## src/rtl/hdmi_tx_pkg.sv

```systemverilog
`default_nettype none
// ============================================================================
//  hdmi_tx_pkg
//  Shared types and constants for the HDMI/DVI video transmitter:
//  TMDS control tokens, HDMI video guard-band words, the period type
//  carried down the alignment pipeline, and the pipeline control record.
//  Revision: 1.0  initial release
// ============================================================================
package hdmi_tx_pkg;

  // Kind of symbol a channel emits in a given aligned cycle.
  typedef enum logic [1:0] {
    CTRL     = 2'd0,
    PREAMBLE = 2'd1,
    GUARD    = 2'd2,
    VIDEO    = 2'd3
  } period_t;

  // Control record that travels alongside a pixel request.
  typedef struct packed {
    period_t period;
    logic    hsync;   // polarity already applied
    logic    vsync;   // polarity already applied
  } ctrl_t;

  localparam ctrl_t CTRL_IDLE = '{period: CTRL, hsync: 1'b0, vsync: 1'b0};

  // Control tokens indexed by the 2-bit control data {C1,C0}.
  localparam logic [9:0] CTRL_TOKEN [4] = '{
    10'b1101010100,
    10'b0010101011,
    10'b0101010100,
    10'b1010101011
  };

  // Video data-period guard band words.
  localparam logic [9:0] GUARD_CH0 = 10'b1011001100;
  localparam logic [9:0] GUARD_CH1 = 10'b0100110011;
  localparam logic [9:0] GUARD_CH2 = 10'b1011001100;

endpackage
`default_nettype wire

```

## src/rtl/tmds_channel_enc.sv

```systemverilog
`default_nettype none
// ============================================================================
//  tmds_channel_enc
//  One TMDS channel: 8b/10b transition-minimised, DC-balanced video encode,
//  control-token and guard-band emission. Owns the running disparity and
//  the registered 10-bit output word.
//  Ports:
//    pixclk, reset  clock / asynchronous active-high reset
//    period         symbol kind for this cycle (CTRL/PREAMBLE/GUARD/VIDEO)
//    d[7:0]         pixel component (used in VIDEO)
//    cd[1:0]        control data (used in CTRL/PREAMBLE)
//    guard[9:0]     guard-band word for this channel
//    q[9:0]         encoded word, LSB transmitted first
//  Revision: 1.0  initial release
// ============================================================================
module tmds_channel_enc
  import hdmi_tx_pkg::*;
(
  input  logic        pixclk,
  input  logic        reset,
  input  period_t     period,
  input  logic [7:0]  d,
  input  logic [1:0]  cd,
  input  logic [9:0]  guard,
  output logic [9:0]  q
);

  // Running disparity, 5-bit two's complement (bit 4 is the sign).
  logic [4:0] cnt;
  logic [4:0] cnt_nx;
  logic [9:0] word;

  always_comb begin
    logic [3:0] n1d;
    logic [3:0] n1q;
    logic       use_xnor;
    logic [8:0] t;
    logic [4:0] diff;

    n1d = '0;
    for (int i = 0; i < 8; i++) n1d = n1d + {3'b000, d[i]};
    // Tie at four ones resolves to XNOR when d[0] is 0.
    use_xnor = (n1d > 4'd4) || ((n1d == 4'd4) && !d[0]);

    t    = '0;
    t[0] = d[0];
    for (int i = 1; i < 8; i++)
      t[i] = use_xnor ? ~(t[i-1] ^ d[i]) : (t[i-1] ^ d[i]);
    t[8] = ~use_xnor;

    n1q = '0;
    for (int i = 0; i < 8; i++) n1q = n1q + {3'b000, t[i]};
    // diff = N1 - N0 of q_m[7:0] = 2*N1 - 8
    diff = {n1q, 1'b0} - 5'd8;

    word   = {1'b0, t[8], t[7:0]};
    cnt_nx = cnt;
    if ((cnt == 5'd0) || (n1q == 4'd4)) begin
      word   = {~t[8], t[8], t[8] ? t[7:0] : ~t[7:0]};
      cnt_nx = t[8] ? (cnt + diff) : (cnt - diff);
    end else if ((!cnt[4] && (n1q > 4'd4)) || (cnt[4] && (n1q < 4'd4))) begin
      word   = {1'b1, t[8], ~t[7:0]};
      cnt_nx = cnt + {3'b000, t[8], 1'b0} - diff;
    end else begin
      word   = {1'b0, t[8], t[7:0]};
      cnt_nx = cnt - {3'b000, ~t[8], 1'b0} + diff;
    end
  end

  always_ff @(posedge pixclk or posedge reset) begin
    if (reset) begin
      q   <= CTRL_TOKEN[0];
      cnt <= '0;
    end else begin
      case (period)
        VIDEO: begin
          q   <= word;
          cnt <= cnt_nx;
        end
        GUARD: begin
          q   <= guard;
          cnt <= '0;
        end
        default: begin
          q   <= CTRL_TOKEN[cd];
          cnt <= '0;
        end
      endcase
    end
  end

endmodule
`default_nettype wire

```

## src/rtl/hdmi_video_tx.sv

```systemverilog
`default_nettype none
// ============================================================================
//  hdmi_video_tx
//  Raster timing generator plus three TMDS channel encoders. Requests
//  pixels by coordinate, aligns the control stream to the returned pixel
//  data, and emits 10-bit TMDS words per channel. Optional HDMI mode adds
//  the 8-cycle video preamble and 2-cycle guard band before active lines.
//  Ports:
//    pixclk, reset         clock / asynchronous active-high reset
//    req_x, req_y          coordinate of the requested pixel
//    req_de                pixel request strobe
//    frame_start           one-cycle pulse at (0,0)
//    pix_r/g/b             pixel data, PIX_LAT cycles after req_de
//    tmds_ch0/1/2          encoded words (blue+sync, green, red)
//  Revision: 1.0  initial release
// ============================================================================
module hdmi_video_tx
  import hdmi_tx_pkg::*;
#(
  parameter int   H_ACTIVE  = 640,
  parameter int   H_FP      = 16,
  parameter int   H_SYNC    = 96,
  parameter int   H_BP      = 48,
  parameter int   V_ACTIVE  = 480,
  parameter int   V_FP      = 10,
  parameter int   V_SYNC    = 2,
  parameter int   V_BP      = 33,
  parameter logic HSYNC_POL = 1'b1,
  parameter logic VSYNC_POL = 1'b1,
  parameter int   HDMI_MODE = 1,
  parameter int   PIX_LAT   = 1,
  localparam int  H_TOT     = H_ACTIVE + H_FP + H_SYNC + H_BP,
  localparam int  V_TOT     = V_ACTIVE + V_FP + V_SYNC + V_BP,
  localparam int  CW        = $clog2((H_TOT > V_TOT) ? H_TOT : V_TOT)
)(
  input  logic          pixclk,
  input  logic          reset,
  output logic [CW-1:0] req_x,
  output logic [CW-1:0] req_y,
  output logic          req_de,
  output logic          frame_start,
  input  logic [7:0]    pix_r,
  input  logic [7:0]    pix_g,
  input  logic [7:0]    pix_b,
  output logic [9:0]    tmds_ch0,
  output logic [9:0]    tmds_ch1,
  output logic [9:0]    tmds_ch2
);

  // The preamble+guard window is the last 10 cycles of the line, which
  // sits in the back porch; it must not reach back into the hsync pulse.
  if ((HDMI_MODE != 0) && (H_BP < 10)) begin : g_bad_porch
    $error("hdmi_video_tx: back porch too short for preamble and guard band");
  end
  if ((PIX_LAT < 1) || (PIX_LAT > 4)) begin : g_bad_lat
    $error("hdmi_video_tx: PIX_LAT must be in 1..4");
  end

  localparam logic [CW-1:0] X_LAST    = CW'(H_TOT - 1);
  localparam logic [CW-1:0] Y_LAST    = CW'(V_TOT - 1);
  localparam logic [CW-1:0] HA        = CW'(H_ACTIVE);
  localparam logic [CW-1:0] VA        = CW'(V_ACTIVE);
  localparam logic [CW-1:0] VA_M1     = CW'(V_ACTIVE - 1);
  localparam logic [CW-1:0] HS_START  = CW'(H_ACTIVE + H_FP);
  localparam logic [CW-1:0] HS_END    = CW'(H_ACTIVE + H_FP + H_SYNC);
  localparam logic [CW-1:0] VS_START  = CW'(V_ACTIVE + V_FP);
  localparam logic [CW-1:0] VS_END    = CW'(V_ACTIVE + V_FP + V_SYNC);
  localparam logic [CW-1:0] PRE_START = CW'(H_TOT - 10);
  localparam logic [CW-1:0] GRD_START = CW'(H_TOT - 2);

  // cx/cy point at the position that will be presented on req_* next.
  logic [CW-1:0] cx, cy;
  logic          w_de;
  logic          w_nl_act;
  ctrl_t         w_ctrl;
  ctrl_t         pipe [0:PIX_LAT];

  always_comb begin
    w_de = (cx < HA) && (cy < VA);
    // Next line is active; the last line of the frame precedes line 0,
    // so line 0 also gets its preamble and guard band.
    w_nl_act = (cy == Y_LAST) || (cy < VA_M1);

    w_ctrl       = CTRL_IDLE;
    w_ctrl.hsync = ((cx >= HS_START) && (cx < HS_END)) ? HSYNC_POL : ~HSYNC_POL;
    w_ctrl.vsync = ((cy >= VS_START) && (cy < VS_END)) ? VSYNC_POL : ~VSYNC_POL;
    if (w_de)
      w_ctrl.period = VIDEO;
    else if ((HDMI_MODE != 0) && w_nl_act && (cx >= GRD_START))
      w_ctrl.period = GUARD;
    else if ((HDMI_MODE != 0) && w_nl_act && (cx >= PRE_START))
      w_ctrl.period = PREAMBLE;
  end

  always_ff @(posedge pixclk or posedge reset) begin
    if (reset) begin
      cx          <= '0;
      cy          <= '0;
      req_x       <= '0;
      req_y       <= '0;
      req_de      <= 1'b0;
      frame_start <= 1'b0;
      for (int i = 0; i <= PIX_LAT; i++) pipe[i] <= CTRL_IDLE;
    end else begin
      req_x       <= cx;
      req_y       <= cy;
      req_de      <= w_de;
      frame_start <= (cx == '0) && (cy == '0);
      // pipe[0] lines up with req_*, pipe[PIX_LAT] with pix_*.
      pipe[0] <= w_ctrl;
      for (int i = 1; i <= PIX_LAT; i++) pipe[i] <= pipe[i-1];
      if (cx == X_LAST) begin
        cx <= '0;
        cy <= (cy == Y_LAST) ? '0 : cy + 1'b1;
      end else begin
        cx <= cx + 1'b1;
      end
    end
  end

  ctrl_t      al;
  logic [1:0] cd0, cd1;

  assign al  = pipe[PIX_LAT];
  assign cd0 = {al.vsync, al.hsync};
  assign cd1 = (al.period == PREAMBLE) ? 2'b01 : 2'b00;

  tmds_channel_enc u_enc0 (
    .pixclk (pixclk), .reset (reset), .period (al.period),
    .d (pix_b), .cd (cd0), .guard (GUARD_CH0), .q (tmds_ch0)
  );
  tmds_channel_enc u_enc1 (
    .pixclk (pixclk), .reset (reset), .period (al.period),
    .d (pix_g), .cd (cd1), .guard (GUARD_CH1), .q (tmds_ch1)
  );
  tmds_channel_enc u_enc2 (
    .pixclk (pixclk), .reset (reset), .period (al.period),
    .d (pix_r), .cd (2'b00), .guard (GUARD_CH2), .q (tmds_ch2)
  );

endmodule
`default_nettype wire

```

## config.mk

```make
export PLATFORM = sky130hd
export DESIGN_NAME = hdmi_video_tx
export DESIGN_NICKNAME = d
export VERILOG_FILES = /design/src/rtl/hdmi_tx_pkg.sv /design/src/rtl/tmds_channel_enc.sv /design/src/rtl/hdmi_video_tx.sv
export SDC_FILE = /design/constraint.sdc
export NUM_CORES = 1
export LEC_CHECK = 0
export CELL_PAD_IN_SITES_DETAIL_PLACEMENT = 0
export CELL_PAD_IN_SITES_GLOBAL_PLACEMENT = 1
export CORE_MARGIN = 5
export CORE_UTILIZATION = 45
export DETAILED_ROUTE_END_ITERATION = 8
export PLACE_DENSITY_LB_ADDON = 0.1
export SYNTH_ARGS = -nofsm -noshare
export SYNTH_HDL_FRONTEND = slang
export SYNTH_SLANG_ARGS = --single-unit
```

## constraint.sdc

```tcl
create_clock -name pixclk -period 3.4 [get_ports pixclk]
set_clock_uncertainty 0.15 [all_clocks]
set_input_delay 0.68 -clock pixclk [delete_from_list [all_inputs] [get_ports pixclk]]
set_output_delay 0.68 -clock pixclk [all_outputs]
set_load 0.05 [all_outputs]
```

==> results of run 1 <==
[metrics by stage]
stage | instance area [um2] | TNS, ns | cells
floorplan | 7380 | -140.24 | 677
global placement | 9390 | -162.87 | 1090
detailed placement | 9390 | -167.75 | 1090
CTS | 10200 | -138.89 | 1134
global route | 10500 | -142.32 | 1140
finish | 10500 | -134.36 | 1140
[final cells by class]
type,count,area share (%)
Clock inverter,7,0.593
Multi-Input combinational cell,468,47.8
Tap cell,211,2.50
Timing Repair Buffer,250,21.1
Inverter,103,3.85
Clock buffer,9,2.14
Sequential cell,92,22.0
[repair_timing]
action                     4_1_cts  5_1_grt
setup buffers                   31        9
pin swaps                       94      106
gates resized for setup         99       68
gates cloned                     0        0
setup endpoints to repair       42       42
hold endpoints to repair         0        0
hold buffers                     0        0
[layer usage]
metal	part of all wire, %	routed length [um]	GRT usage, %
met1	45	7800	25.7
met2	52	9060	34.8
met3	2.1	375	3.02
met4	1.6	274	5.10
met5	0	0	0
[worst max-delay path: stages]
cell and delay [ns]:
buf_6 0.10, ha_4 0.26, inv_2 0.04, fa_1 0.46, fa_1 0.51, inv_2 0.04
fa_2 0.35, fa_1 0.46, nor3b_2 0.18, o22ai_2 0.12, xnor2_2 0.15, ha_1 0.28
inv_2 0.04, fa_1 0.48, inv_2 0.04, fa_1 0.45, fa_2 0.36, inv_2 0.07
fa_2 0.48, ha_4 0.31, inv_4 0.04, ha_4 0.19, nor2b_1 0.12, o21ai_1 0.17
nor3b_2 0.25, o21ai_2 0.09, and3_4 0.15, o41ai_2 0.29
[worst max path at each step]
stage                               end  slack, ns  cells past startpoint
after floorplan           u_enc1.cnt[4]      -3.91                     28
after detailed placement  u_enc0.cnt[4]      -4.50                     28
after global routing      u_enc0.cnt[4]      -3.88                     27
after CTS                 u_enc1.cnt[4]      -3.78                     28
final                     u_enc1.cnt[4]      -3.68                     28
after global placement    u_enc0.cnt[4]      -4.38                     28
[registers in the layout, indices dropped and copies added (netlist names), 4 cells and up]
register	count
u_enc2.cnt	4
u_enc1.q	10
u_enc0.q	10
u_enc1.cnt	4
u_enc2.q	10
req_x	10
al	4
cy	10
cx	10
req_y	10
pipe	4
u_enc0.cnt	4
[placed cells by master (no fill, tap or decap), types with 5 or more instances in the layout]
| cell | instances |
|---|---|
| inv_1 | 75 |
| nor2_1 | 29 |
| a31oi_1 | 6 |
| a21o_1 | 11 |
| nand2_1 | 29 |
| nor3_1 | 5 |
| a21oi_1 | 19 |
| buf_12 | 6 |
| fa_2 | 17 |
| xnor2_1 | 52 |
| xor2_1 | 24 |
| a21oi_2 | 17 |
| buf_4 | 149 |
| nand3_1 | 8 |
| ha_1 | 41 |
| o21ai_0 | 12 |
| buf_6 | 21 |
| clkbuf_16 | 9 |
| nand4_1 | 8 |
| inv_2 | 21 |
| dlygate4sd2_1 | 6 |
| xnor2_2 | 14 |
| dfstp_2 | 15 |
| ha_4 | 22 |
| nor3b_2 | 6 |
| fa_1 | 22 |
| o21ai_1 | 11 |
| xnor2_4 | 5 |
| clkdlybuf4s50_1 | 65 |
| dfrtp_1 | 77 |
[cells by family after synthesis]
family	synth area share [%]
buf+inv	6.41
flops	33.0
mux	0.943
xor+xnor	14.8
compound gates	12.3
simple gates	10.0
fa+ha+maj	22.5
==> impl_metrics.toml, run 1 <==
[global_route]
grt_pass1_vias = 6109
grt_usage_pct = 19.8
grt_pass1_wl_um = 29200
antenna_found_initial = 0
grt_max_degree = 43
grt_overflow = 0

[clock_network]
clockBufferDepth = 2
clock_latency_ns = 0.35
cts_tree = "yes"
path_clk_slew_ns = 0.07
cts_htree_levels = 3
cts_inserted_buffers = 9
cts_sinks = 92
cts_root_buf = "clkbuf_16"

[hold_path]
min_path_type = "reg2reg"
hp-start = "pipe[7]"
hold-path-cell-count = 0
min_to = "al[3]"

[sta]
slew_violations = 0
max_slew_margin_pct = 42.4
rsz0062_at_grt = "true"
finalCritPeriodShare_pct = 208
setup-violations-final = 42
period_needed_ns = 7.08
hold_viol_final = 0
hold_slack_ns = 0.201
tightestPinTransition_ns = 0.856
max_clock_freq_mhz = 141
worst_slack_ns = -3.68

[floorplan]
rows = 45
die_y_um = 135
core_area_mm2 = 0.0153
initial_core_util_pct = 46.1
dieArea_mm2 = 0.0182
die_w_um = 135
ioPinCount = 78

[synthesis]
syn_nets = 806
synth_top_flop_cell = "dfrtp_1"
yosysMostFrequentCell = "inv_1"
yosysWarnings = 0
seq_area_frac_synth_pct = 33.0
synth_top_area_share_pct = 27.4
synthDistinctLibCells = 72
synthTopCellsByArea = "dfrtp_1 27%, ha_1 11%, fa_1 11%"
synth_cells = 677
synthArstFlopShare_pct = 100
synth.avg_cell_area_um2 = 10.4
synth_top_cell_by_area = "dfrtp_1"
synth_common_cells = "99 x inv_1, 77 x dfrtp_1, 65 x xnor2_1"
synth_seq_cells = 92
synth_edf_count = 0
synth.cell_area_mm2 = 0.00703

[critical_path]
cp-end-kind = "flip-flop"
cp_data_required_time_ns = 3.49
worstRegToRegCells = 10
ff2ff_setup_slack_ns = 0.89
path_class = "in2reg"
worstReg2RegStart = "u_enc1.cnt[1]"
worstPathMaxFanout = 3
cp.arrival_ns = 7.17
start_kind = "input port"
startpoint = "pix_g[1]"
timing.rr.end = "u_enc1.cnt[4]"

[layout]
seq_area_mm2 = 0.00232
fin_nets = 1053
postLayoutCoreUtil_pct = 69.1
drive_gt1_share_pct = 40.3
multi_input_area_mm2 = 0.00504
area_growth_pct = 50.0
num-fill-cells = 1144
antenna_cells = 0

[route]
detail_route.iter0.violations = 183
wl_um = 17500
drc = 0
vias = 5582
postRouteAntennaNets = 0
firstDrtPassIters = 4
vias_per_cell = 4.90
routedWlPerCell_um = 15.4

[placement]
gp_congestion = 0.884
hpwl_um = 13500
numPortBuffers = 77
post-place-ws_ns = -4.50

[outcome]
violations = "setup timing"
status = "finished with violations"

[flow_run]
drv_cap = 0
Power of run 1 is not shown: default switching activity piles up to over one toggle a cycle in this logic, so the estimate is an artifact.
==> run 2, diff against run 1 <==
- CORE_UTILIZATION: 45 -> 46
- SYNTH_HIERARCHICAL: not set -> 1
==> impl_metrics.toml, run 2 <==
[outcome]
status = "finished with violations"
violations = "setup timing"

[clock_network]
clockBufferDepth = 2
cts_root_buf = "clkbuf_16"
hold_buffers = 0
cts_htree_levels = 3
cts_sinks = 92
path_clk_slew_ns = 0.07
clock_latency_ns = 0.35
cts_inserted_buffers = 9
cts_tree = "yes"

[sta]
max_clock_freq_mhz = 130
period_needed_ns = 7.68
hold_viol_final = 0
worst_slack_ns = -4.28
setup-violations-final = 42
hold_slack_ns = 0.201
tightestPinTransition_ns = 0.837
rsz0062_at_grt = "true"
slew_violations = 0
finalCritPeriodShare_pct = 226
max_slew_margin_pct = 43.7

[route]
detail_route.iter0.violations = 226
wl_um = 19400
firstDrtPassIters = 4
routedWlPerCell_um = 15.4
vias_per_cell = 4.93
postRouteAntennaNets = 0
vias = 6200
drc = 0

[global_route]
grt_pass1_wl_um = 31700
grt_usage_pct = 21.0
antenna_found_initial = 0
grt_pass1_vias = 6662
grt_max_degree = 33
grt_overflow = 0

[synthesis]
synth_cells = 756
synthArstFlopShare_pct = 100
synth_top_cell_by_area = "dfrtp_1"
synth_common_cells = "107 x inv_1, 77 x dfrtp_1, 73 x xnor2_1"
synthTopCellsByArea = "dfrtp_1 26%, fa_1 11%, ha_1 11%"
synth.cell_area_mm2 = 0.00752
synthDistinctLibCells = 82
synth_top_flop_cell = "dfrtp_1"
synth_edf_count = 0
yosysMostFrequentCell = "inv_1"
yosysWarnings = 6
synth_top_area_share_pct = 25.6
seq_area_frac_synth_pct = 30.9
synth.avg_cell_area_um2 = 9.95
synth_seq_cells = 92

[critical_path]
cp.arrival_ns = 7.76
cp_top_family = "adder cells"
cp_data_required_time_ns = 3.48
critPathBufInv = 7
worstPathMaxFanout = 3
path_class = "in2reg"
start_kind = "input port"
path_common_cell = "fa_1"
critPathMaxStageDelay_ns = 0.55
cp-end-kind = "flip-flop"
cp_slowest_cell = "fa_1"

[flow_run]
drv_cap = 0

[layout]
fin_nets = 1169
seq_area_mm2 = 0.00232
layout_common_cells = "160 x buf_4, 90 x inv_1, 77 x dfrtp_1"
final_common_cell = "buf_4"
antenna_cells = 0
num-fill-cells = 1243
area_growth_pct = 46.3
drive_gt1_share_pct = 34.4
multi_input_area_mm2 = 0.00544

[placement]
hpwl_um = 14600
gp_congestion = 0.830
numPortBuffers = 77

[hold_path]
min_path_type = "reg2reg"

[floorplan]
dieArea_mm2 = 0.0190
die_w_um = 138
rows = 46
initial_core_util_pct = 47.2
core_area_mm2 = 0.0159
ioPinCount = 78
die_y_um = 138
run 2: worst register-to-register path, cell delays in order, from the launching register on:
cell     delay [ns]
dfrtp_1        0.44
nor4_1         0.76
a311o_2        0.34
buf_8          0.14
buf_4          0.10
nand2_1        0.05
a31o_1         0.22
o21ai_2        0.15
run 2: area by class of cell:
cell class	count	share of cell area, %
Multi-Input combinational cell	571	49.4
Sequential cell	92	21.1
Timing Repair Buffer	253	20.0
Inverter	110	4.16
Tap cell	216	2.46
Clock buffer	9	2.05
Clock inverter	7	0.887
run 2: logic make-up after synthesis:
logic type      Yosys count  share of synthesized area [%]
fa+ha+maj               106                           21.8
other cells               2                         0.0999
mux                      10                           1.40
buf+inv                 127                           6.84
simple gates            150                           11.1
xor+xnor                110                           14.5
flops                    92                           30.9
compound gates          159                           13.4
run 2: stage by stage:
step	setup TNS [ns]	area (um2)	setup WS (ns)	utilization, %	std cells
after floorplan	-163.49	7990	-4.32	-	790
after global placement	-190.19	9980	-4.91	62.6	1206
after detailed placement	-194.86	9980	-5.02	62.6	1206
after CTS	-160.82	10600	-4.33	66.6	1244
after global routing	-167.52	11000	-4.47	69.0	1258
final	-158.55	11000	-4.28	69.0	1258
run 2: worst paths after layout:
path / startpoint / to / slack [ns] / cells past startpoint
max: pix_b[1] / u_enc0/cnt[4] / -4.28 / 29
min: pipe[5] / al[1] / 0.20 / 0
max reg2reg: u_enc0/cnt[3] / u_enc0/q[7] / 0.96 / 7
min reg2reg: pipe[5] / al[1] / 0.20 / 0
max in group asynchronous: reset / cy[1] / 1.69 / 3
min in group asynchronous: reset / al[2] / 0.69 / 2
run 2: repair_timing:
item / CTS / global route
gates resized for setup: 90 / 54
setup buffers: 25 / 19
setup endpoints to repair: 42 / 42
endpoints found under the hold margin: 0 / 0
pin swaps: 88 / 76
run 2: metal layers:
metal | part of all wire, % | vias up | GRT usage [%]
met4 | 1.1 | 0 | 5.43
met1 | 44 | 3044 | 26.9
met5 | 0 | - | 0
met2 | 53 | 72 | 37.2
li1 | - | 3065 | -
met3 | 2.1 | 19 | 3.12
Power of run 2 is left out for the same reason.
